## src/rtl/regfile_dump_tx.sv

```systemverilog
// ============================================================================
// Module   : regfile_dump_tx
// Purpose  : On request, read every CPU register through a dedicated
//            asynchronous read port and stream the values out on an 8N1
//            serial line: header 0xA5, then per register an index byte
//            followed by four data bytes, MSB first.
// Options  : DUMP_CHECKSUM_EN - append a modulo-256 sum of all bytes after
//            the header as a final frame byte.
// Revision : 1.0 - initial release
// ============================================================================
`default_nettype none

module regfile_dump_tx #(
    parameter int CLKS_PER_BIT = 16,
    parameter int NUM_REGS     = 32,
    parameter int XLEN         = 32
) (
    input  logic            clk,
    input  logic            rst,
    input  logic            dump_req,
    output logic [4:0]      rf_raddr,
    input  logic [XLEN-1:0] rf_rdata,
    output logic            tx,
    output logic            busy,
    output logic            done
);

    localparam int                    c_baud_w    = (CLKS_PER_BIT > 2) ? $clog2(CLKS_PER_BIT) : 1;
    localparam logic [c_baud_w-1:0]   c_baud_last = c_baud_w'(CLKS_PER_BIT - 1);
    localparam logic [c_baud_w-1:0]   c_baud_one  = c_baud_w'(1);
    localparam logic [4:0]            c_last_reg  = 5'(NUM_REGS - 1);
    localparam logic [7:0]            c_header    = 8'hA5;

    typedef enum logic [2:0] {
        ST_IDLE = 3'd0,
        ST_HDR  = 3'd1,
        ST_LOAD = 3'd2,
        ST_IDX  = 3'd3,
        ST_DATA = 3'd4,
        ST_CHK  = 3'd5,
        ST_END  = 3'd6
    } state_t;

    typedef enum logic [1:0] {
        B_START = 2'd0,
        B_BITS  = 2'd1,
        B_STOP  = 2'd2
    } bstate_t;

    state_t                r_state;
    bstate_t               r_bstate;
    logic [c_baud_w-1:0]   r_baud;
    logic [2:0]            r_bit;
    logic [7:0]            r_shift;
    logic [4:0]            r_reg;
    logic [1:0]            r_k;
    logic [XLEN-1:0]       r_shadow;
    logic                  r_tx;
    logic                  r_busy;
    logic                  r_done;
`ifdef DUMP_CHECKSUM_EN
    logic [7:0]            r_sum;
`endif

    logic                  w_sending;
    logic                  w_bit_end;
    logic                  w_byte_end;
    logic [7:0]            w_next_data;

    // Decode when a serial byte is in flight and when its last bit ends
    always_comb begin
        w_sending  = (r_state == ST_HDR) || (r_state == ST_IDX) ||
                     (r_state == ST_DATA) || (r_state == ST_CHK);
        w_bit_end  = (r_baud == c_baud_last);
        w_byte_end = w_sending && w_bit_end && (r_bstate == B_STOP);
    end

    // Select the shadow byte that follows the one currently being sent
    always_comb begin
        w_next_data = r_shadow[7:0];
        case (r_k)
            2'd0:    w_next_data = r_shadow[23:16];
            2'd1:    w_next_data = r_shadow[15:8];
            default: w_next_data = r_shadow[7:0];
        endcase
    end

    // Frame sequencer and bit serializer with registered outputs
    always_ff @(posedge clk) begin
        if (!rst) begin
            r_state  <= ST_IDLE;
            r_bstate <= B_START;
            r_baud   <= '0;
            r_bit    <= '0;
            r_shift  <= '0;
            r_reg    <= '0;
            r_k      <= '0;
            r_shadow <= '0;
            r_tx     <= 1'b1;
            r_busy   <= 1'b0;
            r_done   <= 1'b0;
`ifdef DUMP_CHECKSUM_EN
            r_sum    <= '0;
`endif
        end else begin
            r_done <= 1'b0;

            // Baud counter and bit stepping inside a byte
            if (w_sending) begin
                if (!w_bit_end) begin
                    r_baud <= r_baud + c_baud_one;
                end else begin
                    r_baud <= '0;
                    case (r_bstate)
                        B_START: begin
                            r_bstate <= B_BITS;
                            r_bit    <= 3'd0;
                            r_tx     <= r_shift[0];
                        end
                        B_BITS: begin
                            if (r_bit == 3'd7) begin
                                r_bstate <= B_STOP;
                                r_tx     <= 1'b1;
                            end else begin
                                r_bit   <= r_bit + 3'd1;
                                r_shift <= {1'b0, r_shift[7:1]};
                                r_tx    <= r_shift[1];
                            end
                        end
                        default: begin
                            // Stop bit end is handled by the frame sequencer
                        end
                    endcase
                end
            end

            // Frame-level sequencing; a new byte always starts with its start bit
            case (r_state)
                ST_IDLE: begin
                    if (dump_req) begin
                        r_state  <= ST_HDR;
                        r_busy   <= 1'b1;
                        r_reg    <= '0;
                        r_bstate <= B_START;
                        r_baud   <= '0;
                        r_shift  <= c_header;
                        r_tx     <= 1'b0;
`ifdef DUMP_CHECKSUM_EN
                        r_sum    <= '0;
`endif
                    end
                end
                ST_HDR: begin
                    if (w_byte_end) begin
                        r_state <= ST_LOAD;
                        r_tx    <= 1'b1;
                    end
                end
                ST_LOAD: begin
                    // rf_raddr already equals r_reg; snapshot the register now
                    r_shadow <= rf_rdata;
                    r_state  <= ST_IDX;
                    r_bstate <= B_START;
                    r_baud   <= '0;
                    r_shift  <= {3'b000, r_reg};
                    r_tx     <= 1'b0;
`ifdef DUMP_CHECKSUM_EN
                    r_sum    <= r_sum + {3'b000, r_reg};
`endif
                end
                ST_IDX: begin
                    if (w_byte_end) begin
                        r_state  <= ST_DATA;
                        r_k      <= 2'd0;
                        r_bstate <= B_START;
                        r_shift  <= r_shadow[31:24];
                        r_tx     <= 1'b0;
`ifdef DUMP_CHECKSUM_EN
                        r_sum    <= r_sum + r_shadow[31:24];
`endif
                    end
                end
                ST_DATA: begin
                    if (w_byte_end) begin
                        if (r_k != 2'd3) begin
                            r_k      <= r_k + 2'd1;
                            r_bstate <= B_START;
                            r_shift  <= w_next_data;
                            r_tx     <= 1'b0;
`ifdef DUMP_CHECKSUM_EN
                            r_sum    <= r_sum + w_next_data;
`endif
                        end else if (r_reg == c_last_reg) begin
`ifdef DUMP_CHECKSUM_EN
                            r_state  <= ST_CHK;
                            r_bstate <= B_START;
                            r_shift  <= r_sum;
                            r_tx     <= 1'b0;
`else
                            r_state  <= ST_END;
                            r_busy   <= 1'b0;
                            r_done   <= 1'b1;
                            r_tx     <= 1'b1;
`endif
                        end else begin
                            r_reg   <= r_reg + 5'd1;
                            r_state <= ST_LOAD;
                            r_tx    <= 1'b1;
                        end
                    end
                end
                ST_CHK: begin
                    if (w_byte_end) begin
                        r_state <= ST_END;
                        r_busy  <= 1'b0;
                        r_done  <= 1'b1;
                        r_tx    <= 1'b1;
                    end
                end
                ST_END: begin
                    // dump_req is deliberately not sampled here
                    r_state <= ST_IDLE;
                end
                default: begin
                    r_state <= ST_IDLE;
                end
            endcase
        end
    end

    assign rf_raddr = r_reg;
    assign tx       = r_tx;
    assign busy     = r_busy;
    assign done     = r_done;

endmodule

`default_nettype wire

```

## config.mk

```make
export PLATFORM = sky130hd
export DESIGN_NAME = regfile_dump_tx
export DESIGN_NICKNAME = d
export VERILOG_FILES = /design/src/rtl/regfile_dump_tx.sv
export SDC_FILE = /design/constraint.sdc
export NUM_CORES = 1
export LEC_CHECK = 0
export ABC_AREA = 1
export CAP_MARGIN = 0
export CORE_MARGIN = 1
export CORE_UTILIZATION = 59
export DETAILED_ROUTE_END_ITERATION = 16
export GPL_ROUTABILITY_DRIVEN = 0
export GPL_TIMING_DRIVEN = 0
export PLACE_DENSITY = 0.92
export SKIP_LAST_GASP = 1
export SLEW_MARGIN = 10
export SYNTH_ARGS = -nofsm -noshare
export SYNTH_HDL_FRONTEND = slang
export SYNTH_SLANG_ARGS = --single-unit
export TNS_END_PERCENT = 100
```

## constraint.sdc

```tcl
create_clock -name clk -period 4.7 [get_ports clk]
set_input_delay 0.47 -clock clk [delete_from_list [all_inputs] [get_ports clk]]
set_output_delay 0.47 -clock clk [all_outputs]
set_load 0.05 [all_outputs]
```

==> impl_metrics.env, run 1 <==
export IMPL_outcome="complete, no violations"
export IMPL_syn_inst=452
export IMPL_synthToLayoutAreaGrowth_pct=22.0
export IMPL_die_area_um2=5550
export IMPL_min_period_ps=2140
export IMPL_required_ps=4230
export IMPL_crit_family="buffers and inverters"
export IMPL_holdCritStartpoint="r_shadow[1]"
export IMPL_final_cells=578
export IMPL_first_iter_violations=257
export IMPL_pin_count=43
export IMPL_worstPathArrival_ps=1670
export IMPL_slowest_stage="clkdlybuf4s50_1"
export IMPL_ctsHoldBuffers=0
export IMPL_tightest_slew_ps=542
export IMPL_syn_area_um2=3100
export IMPL_min_to="r_shadow[1]"
export IMPL_met1_length_um=3180
export IMPL_rsz0062_at_grt="no"
export IMPL_antenna_found_initial=0
export IMPL_dp_hpwl_um=5660
export IMPL_max_freq_mhz=466
export IMPL_endpoint_kind="output pin"
export IMPL_grtUsageTotal_pct=30.3
export IMPL_vias=3145
export IMPL_crit_start="rf_raddr[0]"
export IMPL_r2r_end="r_shift[6]"
export IMPL_routed_wl_met2_um=3760
export IMPL_core_area_um2=5070
export IMPL_path_clk_slew_ps=60
export IMPL_wl_met3_um=448
export IMPL_crit_path_max_incr_delay_ps=860
export IMPL_port_buffers=42
export IMPL_grt_pass1_vias=2808
export IMPL_start_kind="flop"
export IMPL_post_cts_buffers=0
export IMPL_synth_avg_cell_area_um2=6.86
export IMPL_die_w_um=74.5
export IMPL_synth_seq_cells=62
export IMPL_powerDensity_nw_per_um2=515
export IMPL_synth_fp_nets=495
export IMPL_num_rows=26
export IMPL_final_common_cell="nand2_1"
export IMPL_hold_viol_final=0
export IMPL_die_h_um=74.5
export IMPL_wl_per_cell_um=13.2
export IMPL_wl_um=7630
export IMPL_drc=0
export IMPL_rrSetupSlack_ps=2830
export IMPL_synth_cell_types=31
export IMPL_top_layer_used="met4"
export IMPL_yosysWarnings=0
export IMPL_clock_sinks=62
export IMPL_cts_root_buf="clkbuf_8"
export IMPL_path_cells="clkdlybuf4s50_1"
export IMPL_final_cell_mix="nand2_1, nor2_1, dfxtp_1, o21ai_0, clkdlybuf4s50_1"
export IMPL_stdcell_area_um2=3780
export IMPL_grt_max_degree=11
export IMPL_cts_tree="built"
export IMPL_drt_pass1_iter_count=5
export IMPL_avgViaCountPerCell=5.44
export IMPL_fin_tns_setup_ps=0
export IMPL_cap_violations=0
export IMPL_start_util_pct=61.1
export IMPL_cts_made_buffers=9
export IMPL_hold_path_class="flop to flop"
export IMPL_timing_slew_headroom_pct=63.9
export IMPL_cts_resized_gates=0
export IMPL_ir_worst_vdd_v=0.000256
export IMPL_drive_above_1_share_pct=9.25
export IMPL_worstSetupPathType="flop to output pin"
export IMPL_antenna_cells=0
export IMPL_reg2reg_depth=10
export IMPL_synth_seq_area_share_pct=40.0
export IMPL_path_buf_inv=1
export IMPL_final_core_util_pct=74.5
export IMPL_r2r_start="r_k[0]"
export IMPL_nets=548
export IMPL_post_dp_cell_area_um2=3610
export IMPL_ant_nets=0
export IMPL_power_leakage_nw=1.57
export IMPL_grt_pass1_wl_um=12500
export IMPL_period_share_pct=45.6
export IMPL_htreeDepth=3
export IMPL_overflow=0
export IMPL_place_inst=564
export IMPL_hold_depth=2
export IMPL_finalSetupViolCount=0
export IMPL_slew_violations=0
export IMPL_cts_max_path_buffers=2
export IMPL_clk_latency_ps=340
export IMPL_finClkSkew_ps=6.84
export IMPL_cp_max_fo=5
==> cell usage after synthesis <==
library cell,instances,share of area (%)
inv_2,7,0.85
nand3_4,2,1.1
ha_1,8,3.2
o21bai_1,2,0.48
nor2_1,87,11
o211ai_1,1,0.24
nor3_1,3,0.48
nand3_2,2,0.65
a211oi_1,1,0.24
nand3_1,20,3.2
o21ai_1,1,0.16
nand4_1,6,1.2
buf_4,1,0.24
xnor2_1,1,0.28
a21boi_0,1,0.24
nand2_1,100,12
dfxtp_1,62,40
buf_2,5,0.81
nand2_4,3,1.1
nand2_2,4,0.81
a21oi_2,3,0.85
nor2_2,2,0.40
clkbuf_1,8,0.97
xor2_1,3,0.85
inv_1,31,3.8
nor2_4,3,1.1
a21oi_1,31,5.0
clkinv_2,1,0.16
o21ai_0,51,8.2
buf_6,1,0.36
nor3b_1,1,0.24
==> kinds of logic (layout without fill, tap and decap cells) <==
group | count (synthesis) | after routing | synth area share [%]
AOI/OAI and AO/OA | 91 | 91 | 15.5
xor gates and xnor gates | 4 | 4 | 1.13
adders and majority gates | 8 | 8 | 3.23
buffers and inverters | 54 | 110 | 7.15
DFF | 62 | 62 | 40.0
and+or+nand+nor | 233 | 233 | 33.0
==> routing by layer <==
| layer | track usage (%) | vias up |
|---|---|---|
| met4 | 17.2 | 0 |
| li1 | - | 1562 |
| met2 | 51.2 | 112 |
| met3 | 5.96 | 26 |
| met5 | 0 | - |
| met1 | 35.8 | 1445 |
==> report_power, final <==
group / switching (mW) / internal (mW) / leakage [nW]
registers: 0.0817 / 0.654 / 0.504
clock network: 0.189 / 0.228 / 0.0914
logic: 0.520 / 0.273 / 0.978
==> worst max path at each step <==
stage                  end  slack, ps  cells past startpoint
6_report       rf_raddr[0]       2560                      1
4_1_cts        rf_raddr[0]       2530                      1
2_1_floorplan  rf_raddr[0]       2780                     10
3_5_place_dp    r_shift[6]       2640                      4
5_1_grt        rf_raddr[0]       2490                      1
3_3_place_gp    r_shift[4]       2710                      4
==> stage by stage <==
stage / setup slack (ps) / hold WS (ps) / power [mW]
global route: 2490 / 486 / 2.08
CTS: 2530 / 455 / 1.94
detailed placement: 2640 / 447 / 1.51
global placement: 2710 / 439 / 1.49
floorplan: 2780 / 430 / 1.31
finish: 2560 / 458 / 1.95
==> state kept, by name, indices dropped and copies added (netlist names) <==
name      flops
done          1
tx            1
rf_raddr      5
r_bit         3
r_shadow     32
r_state       3
r_shift       8
busy          1
r_baud        4
r_bstate      2
r_k           2
==> final cells by class <==
| type | instances | area [um2] |
|---|---|---|
| Inverter | 39 | 148 |
| Clock buffer | 13 | 169 |
| Multi-Input combinational cell | 336 | 1640 |
| Tap cell | 70 | 87.6 |
| Timing Repair Buffer | 42 | 420 |
| Fill cell | 423 | 1290 |
| Sequential cell | 62 | 1240 |
| Buffer | 15 | 73.8 |
| Clock inverter | 1 | 5.00 |
No activity file was read; power rests on OpenSTA's default activity.
==> run 2: changes to the inputs <==
- CORE_UTILIZATION: 59 -> 49
- PLACE_DENSITY: 0.92 -> 0.83
- clock period: 4.7 -> 1.95 ns (I/O delays scaled with it)
==> run 2 against run 1 <==
Net effect: power grew 150%; wire length shrank 0.25%; sequential power grew 140%; register-to-register slack lost 2700 ps; global-route usage shrank 4.9 points; clock-buffer cell count shrank 1; flip-flop and latch count is the same; critical path depth is the same; worst hold slack lost 8.2 ps; die area grew 20%; clock skew shrank 2.8 ps; via count shrank 1.0%; critical endpoint is now rf_raddr[2]; largest power group unchanged.
==> impl_metrics.env, run 2 (synthesis results as in run 1) <==
export IMPL_antenna_cells=0
export IMPL_timing_slew_headroom_pct=65.4
export IMPL_grtUsageTotal_pct=25.4
export IMPL_avgViaCountPerCell=5.32
export IMPL_powerDensity_nw_per_um2=1260
export IMPL_nets=548
export IMPL_period_share_pct=95.7
export IMPL_cts_tree="built"
export IMPL_finalSetupViolCount=0
export IMPL_cts_made_buffers=9
export IMPL_tightest_slew_ps=519
export IMPL_synthToLayoutAreaGrowth_pct=23.2
export IMPL_p_int_mw=2.89
export IMPL_die_h_um=81.5
export IMPL_dp_hpwl_um=5580
export IMPL_max_freq_mhz=536
export IMPL_ctsHoldBuffers=0
export IMPL_nFillCells=560
export IMPL_overflow=0
export IMPL_rsz0062_at_grt="no"
export IMPL_final_common_cell="nand2_1"
export IMPL_slew_violations=0
export IMPL_start_util_pct=51.4
export IMPL_grt_max_degree=11
export IMPL_crit_path_max_incr_delay_ps=860
export IMPL_power_switching_mw=1.92
export IMPL_drt_pass1_iter_count=4
export IMPL_drc=0
export IMPL_power_frac_clock_pct=23.6
export IMPL_slowest_stage="clkdlybuf4s50_1"
export IMPL_clock_sinks=62
export IMPL_core_area_um2=6030
export IMPL_ant_nets=0
export IMPL_stdcell_area_um2=3820
export IMPL_post_dp_cell_area_um2=3610
export IMPL_antenna_found_initial=0
export IMPL_worstPathArrival_ps=1670
export IMPL_clk_latency_ps=340
export IMPL_post_cts_buffers=0
export IMPL_worst_slack_ps=84.7
export IMPL_cp_max_fo=6
export IMPL_grt_pass1_wl_um=12600
export IMPL_p_seq_share_pct=36.8
export IMPL_pin_count=43
export IMPL_drive_above_1_share_pct=10.0
export IMPL_die_w_um=81.5
export IMPL_cts_resized_gates=0
export IMPL_die_area_um2=6650
export IMPL_min_period_ps=1870
export IMPL_fin_tns_setup_ps=0
export IMPL_required_ps=1750
export IMPL_comb_power_share_pct=39.6
export IMPL_num_rows=28
export IMPL_vias=3113
export IMPL_first_iter_violations=127
export IMPL_post_place_ws_ps=163
export IMPL_cts_root_buf="clkbuf_8"
export IMPL_crit_family="buffers and inverters"
export IMPL_cts_max_path_buffers=2
export IMPL_top_register="r_shadow"
export IMPL_largest_register_ff_count=32
export IMPL_final_core_util_pct=63.4
export IMPL_start_kind="flop"
export IMPL_endpoint_kind="output pin"
export IMPL_htreeDepth=3
export IMPL_hold_viol_final=0
export IMPL_switching_share_pct=39.9
export IMPL_cap_violations=0
export IMPL_path_clk_slew_ps=70
export IMPL_wl_um=7610
export IMPL_path_buf_inv=1
export IMPL_hold_path_class="flop to flop"
export IMPL_path_cells="clkdlybuf4s50_1"
export IMPL_wl_per_cell_um=13.0
export IMPL_ir_worst_vdd_v=0.000877
export IMPL_final_cell_mix="nand2_1, nor2_1, dfxtp_1, o21ai_0, clkdlybuf4s50_1"
export IMPL_port_buffers=42
export IMPL_finClkSkew_ps=4.07
export IMPL_worstSetupPathType="flop to output pin"
export IMPL_outcome="complete, no violations"
export IMPL_hold_ws_ps=450
export IMPL_power_leakage_nw=1.59
export IMPL_grt_pass1_vias=2895
==> run 2: final timing paths <==
kind / start / to / slack, ps / depth (start not counted)
max reg2reg: r_k[0] / r_shift[6] / 180 / 10
min reg2reg: busy / busy / 450 / 2
min: busy / busy / 450 / 2
max: rf_raddr[2] / rf_raddr[2] / 80 / 1
==> run 2: cell type report <==
cell class / count / area [um2] / share of cell area (%)
Buffer: 15 / 73.8 / 1.93
Clock buffer: 12 / 155 / 4.06
Clock inverter: 4 / 45.0 / 1.18
Inverter: 39 / 148 / 3.87
Multi-Input combinational cell: 336 / 1640 / 42.9
Sequential cell: 62 / 1240 / 32.5
Tap cell: 75 / 93.8 / 2.46
Timing Repair Buffer: 42 / 420 / 11.0
==> run 2: power by group through the flow <==
stage               sequential (mW)  combinational [mW]  clock, mW
floorplan                      1.88                1.28          0
global placement               1.78                1.82          0
detailed placement             1.79                1.86          0
CTS                            1.77                1.88       1.15
global route                   1.81                2.13       1.21
finish                         1.77                1.90       1.14
==> run 2: worst register-to-register path, cell delays in order, from the launching register on <==
cell and delay, ps:
dfxtp_1 390, inv_1 80, ha_1 200, buf_2 180, nor2_4 210, inv_1 120, nand3_1 80, o21ai_0 90
o21ai_0 150, nand2_1 70, a21oi_1 130
==> run 2: per-layer routing <==
layer	part of all wire, %	vias up	GRT usage, %
li1	-	1567	-
met1	44	1419	28.6
met2	47	103	43.2
met3	5.3	24	6.78
met4	3.4	0	14.3
met5	0	-	0
==> run 2: metrics by stage <==
stage,power [mW],std cells
2_1_floorplan,3.15,452
3_3_place_gp,3.60,569
3_5_place_dp,3.65,569
4_1_cts,4.80,585
5_1_grt,5.15,585
6_report,4.81,585
